[config.mk]
export PLATFORM = sky130hd
export DESIGN_NAME = iobus_out_demux_6
export DESIGN_NICKNAME = d
export VERILOG_FILES = /design/src/rtl/iobus_out_demux_6.sv
export SDC_FILE = /design/constraint.sdc
export NUM_CORES = 1
export LEC_CHECK = 0
export ABC_AREA = 1
export ABC_CLOCK_PERIOD_IN_PS = 4000
export CORE_ASPECT_RATIO = 0.9
export CORE_MARGIN = 5
export CORE_UTILIZATION = 50
export CTS_BUF_LIST = sky130_fd_sc_hd__clkbuf_8
export CTS_CLUSTER_SIZE = 14
export DETAILED_ROUTE_END_ITERATION = 10
export PLACE_DENSITY = 0.87
export SKIP_CTS_REPAIR_TIMING = 1
export SYNTH_ARGS = -nofsm -noshare
export SYNTH_HDL_FRONTEND = slang
export SYNTH_SLANG_ARGS = --single-unit
[constraint.sdc]
create_clock -name CLK -period 4 [get_ports CLK]
set_clock_uncertainty 0.2 [all_clocks]
set_input_delay 0.4 -clock CLK [delete_from_list [all_inputs] [get_ports CLK]]
set_output_delay 0.4 -clock CLK [all_outputs]
set_load 0.01 [all_outputs]
[src/rtl/iobus_out_demux_6.sv]
// Write-side demux for the MCU I/O bus: steers one write into one of six registered
// output ports, each with a load strobe and a pending/acknowledge handshake.
module iobus_out_demux_6 #(
   parameter int unsigned N = 8
) (
   input  logic         CLK,
   input  logic         RST,
   input  logic         WR_VALID,
   input  logic [2:0]   WR_SEL,
   input  logic [N-1:0] WR_DATA,
   output logic         WR_READY,
   input  logic [5:0]   ACK,
   output logic [N-1:0] D0,
   output logic [N-1:0] D1,
   output logic [N-1:0] D2,
   output logic [N-1:0] D3,
   output logic [N-1:0] D4,
   output logic [N-1:0] D5,
   output logic [5:0]   STB,
   output logic [5:0]   PEND,
   output logic         ERR,
   output logic [7:0]   ERR_CNT,
   input  logic         ERR_CLR
);

   localparam int unsigned NumPorts = 6;

   logic [N-1:0] data_q [NumPorts];
   logic [N-1:0] data_d [NumPorts];
   logic [5:0]   stb_q, stb_d;
   logic [5:0]   pend_q, pend_d;
   logic         err_q, err_d;
   logic [7:0]   err_cnt_q, err_cnt_d;

   logic         sel_valid;
   logic [5:0]   sel_oh;
   logic         port_busy;
   logic         accept;
   logic         drop;
   logic [5:0]   wr_oh;

   // Selects 6 and 7 decode to no port, so they never see back-pressure.
   always_comb begin
      sel_valid = (WR_SEL < 3'd6);
      sel_oh    = sel_valid ? (6'b000001 << WR_SEL) : 6'b000000;
      port_busy = |(sel_oh & pend_q & ~ACK);
      WR_READY  = !RST && !port_busy;
      accept    = WR_VALID && WR_READY;
      drop      = accept && !sel_valid;
      wr_oh     = accept ? sel_oh : 6'b000000;
   end

   always_comb begin
      stb_d  = wr_oh;
      pend_d = (pend_q & ~ACK) | wr_oh;
      for (int k = 0; k < NumPorts; k++) begin
         data_d[k] = wr_oh[k] ? WR_DATA : data_q[k];
      end
   end

   // A drop coinciding with ERR_CLR restarts the count at one.
   always_comb begin
      err_d     = err_q;
      err_cnt_d = err_cnt_q;
      if (drop) begin
         err_d = 1'b1;
         if (ERR_CLR) begin
            err_cnt_d = 8'd1;
         end else if (err_cnt_q != 8'hff) begin
            err_cnt_d = err_cnt_q + 8'd1;
         end
      end else if (ERR_CLR) begin
         err_d     = 1'b0;
         err_cnt_d = 8'd0;
      end
   end

   always_ff @(posedge CLK) begin
      if (RST) begin
         for (int k = 0; k < NumPorts; k++) begin
            data_q[k] <= '0;
         end
         stb_q     <= '0;
         pend_q    <= '0;
         err_q     <= 1'b0;
         err_cnt_q <= '0;
      end else begin
         for (int k = 0; k < NumPorts; k++) begin
            data_q[k] <= data_d[k];
         end
         stb_q     <= stb_d;
         pend_q    <= pend_d;
         err_q     <= err_d;
         err_cnt_q <= err_cnt_d;
      end
   end

   assign D0      = data_q[0];
   assign D1      = data_q[1];
   assign D2      = data_q[2];
   assign D3      = data_q[3];
   assign D4      = data_q[4];
   assign D5      = data_q[5];
   assign STB     = stb_q;
   assign PEND    = pend_q;
   assign ERR     = err_q;
   assign ERR_CNT = err_cnt_q;

endmodule

==> summary.md <==
| Metric | Value |
|---|---|
| Leak | about 1.6 nW |
| Routing usage on met3 | 0.0809 |
| Final non-filler cell total | roughly 530 |
| Yosys cell types | 19 |
| DRT iter0 DRCs | roughly 210 |
| Num CTS Buffers | 9 |
| Antenna-violating nets left | 0 |
| Crit-path max cell delay | roughly 0.61 ns |
| Routed WL | around 8 mm |
| CP Max Fanout | 7 |
| R2r setup slk | 1.79 ns |
| Routed len/inst | around 15 µm |
| Slew Limit Headroom | 0.608 |
| Pwr per Cell Area | about 360 nW/µm² |
| CP delay by family, top | buffers and inverters |
| Max IR drop VDD | around 0.24 mV |
| CP Buf/Inv Count | 3 |
| CTS tree | yes |
| M2 GR Usage | 0.394 |
| Final slew viol count | 0 |
| Max-cap violations | 0 |
| Endpoints failing setup | 0 |
| Data arrival, critical path | 2.22 ns |
| First-pass GRT wire length | 13.0 mm |
| Critical Path RT | between 3 and 4 ns |
| Vias in the first global route | 2573 |
| Port Buf Inserts | 90 |
| Clock sinks | between 60 and 70 |
| Busiest grt layer | met2 |
| Post-route minimum period | 2.82 ns |
| Clock latency on the worst-skew pair | about 0.34 ns |
| # rows | 25 |
| Count of final hold-check violations | 0 |
| Starting Density | 0.508 |
| Filler cells | just over 400 |
| Syn avg cell area | roughly 7.3 µm² |
| Antenna Cells | 0 |
| Largest cells by area after synthesis | dfxtp_1, nor2_1, o21ai_0 |
| Worst path most repeated cell | nor2_1 |
| Initial antenna violation count | 0 |
| CP max stage cell | clkdlybuf4s50_1 |
| Clock transition at path regs | around 0.070 ns |
| Worst Hold Class | reg2reg |
| Die area | roughly 6800 µm² |
| Post-synth top area cell | dfxtp_1 |
| CP Launch Type | primary input |
| Commonest non-fill, non-tap cell in the layout | nor2_1 |
| Fin Hold WS | about 0.26 ns |
| Via-per-instance ratio | around 5 |
| Post-synthesis sequential area ratio | 0.524 |
| HPWL after DPL | 5.63 mm |
| Core Area | around 5200 µm² |
| Synth Net Count | 382 |
| Met1 Track Usage GR | 0.305 |
| Actual slew at the worst max-slew pin | a little under 0.6 ns |
| Die Height | 78.9 µm |
| GRT Total Usage | 0.245 |
| Crit path cell chain | clkdlybuf4s50_1, inv_2, nand3_1, nor2_1, nor2_1, nand2_1, nor2_1, clkdlybuf4s50_1 |
| Total grt overflow | 0 |
| Synth-to-layout area growth | 43.9% |
| YS warnings | 0 |
| Post-layout net count | 477 |
| Post-Syn Area | roughly 2600 µm² |
| Largest net degree at the start of global routing | around 50 |
| Syn Inst Count | between 300 and 400 |
| Die Wd | ~87 µm |
| Via count | between 2000 and 3000 |
| Area share of the largest cell type after synthesis | 0.524 |
| I/O pin total | 91 |
| Most frequent cells in the layout | nor2_1, clkdlybuf4s50_1, dfxtp_1 |
| RSZ-0062 raised after global routing | false |
| Placer Congestion | ~0.87 |
| Worst setup EP type | primary output |
| Drt pass-1 iters | 4 |
| Status | completed |
| Share of cells above drive strength 1 | 0.0609 |
| Post-placement cell count | between 500 and 600 |
| Crit Path Class | in2out |
| Final TNS setup | 0 ns |
| Clock root buffer | clkbuf_8 |
| Clock Tree Buf Depth | 2 |
| Fin crit share | 0.706 |
| # H-tree levels | 3 |
| Fmax | 354 MHz |
| DRC | 0 |
| Yosys reg bits | 69 |
metal layers:
metal | routed length (µm) | vias up
met5 | 0 | -
met4 | 77 | 0
li1 | - | 1333
met2 | 3840 | 112
met1 | 3340 | 1242
met3 | 756 | 9
synth_stat cells, drive strengths merged:
| cell | instances |
|---|---|
| or2 | 1 |
| o211ai | 1 |
| ha | 1 |
| o21ai | 48 |
| nor3b | 1 |
| buf | 2 |
| nor3 | 1 |
| nor2 | 128 |
| nand2 | 32 |
| xor2 | 3 |
| nand4 | 5 |
| inv | 32 |
| clkbuf | 6 |
| dfxtp | 69 |
| nand3 | 17 |
| a21oi | 13 |
worst min-delay path: cells and delay by family, from the launching register on:
family	cells	cell delay, ns
flip-flops	1	0.31
AND/OR/NAND/NOR	1	0.06
AO/OA/AOI/OAI	1	0.06
state kept, by name, summed over array words and instances, names as in the netlist:
name	flops
data_q	48
ERR_CNT	8
PEND	6
STB	6
ERR	1
power breakdown:
group | internal, mW | total (mW) | switching, mW
clock | 0.284 | 0.557 | 0.272
combinational | 0.0519 | 0.115 | 0.0626
sequential | 0.700 | 0.707 | 0.00700
worst paths after layout:
check / start / endpoint / cells past startpoint
max: WR_SEL[2] / WR_READY / 8
max reg2reg: PEND[5] / data_q[0][10] / 10
min reg2reg: ERR / ERR / 2
min: ERR / ERR / 2
area by class of cell:
class	count	area [µm²]	area share
Inverter	32	120	0.0317
Clock buffer	9	124	0.0326
Multi-Input combinational cell	251	1100	0.290
Tap cell	67	83.8	0.0221
Clock inverter	7	67.6	0.0178
Sequential cell	69	1380	0.364
Timing Repair Buffer	92	916	0.241
cells by family after synthesis:
family                   count (synthesis)  share of synthesized area
adder cells (fa/ha/maj)                  1                    0.00475
flip-flops                              69                      0.524
XOR/XNOR                                 3                    0.00997
AND/OR/NAND/NOR                        185                      0.285
AO/OA/AOI/OAI                           62                      0.119
buffers and inverters                   40                     0.0579
per-stage QoR:
step / util / total power [mW] / instance area (µm²) / setup WS (ns)
floorplan: - / 0.764 / 2640 / 2.27
global placement: 0.694 / 0.833 / 3600 / 1.17
detailed placement: 0.694 / 0.836 / 3600 / 1.04
CTS: 0.731 / 1.38 / 3790 / 1.21
global route: 0.731 / 1.42 / 3790 / 1.02
finish: 0.731 / 1.38 / 3790 / 1.18
(Power assumes the default switching activity.)
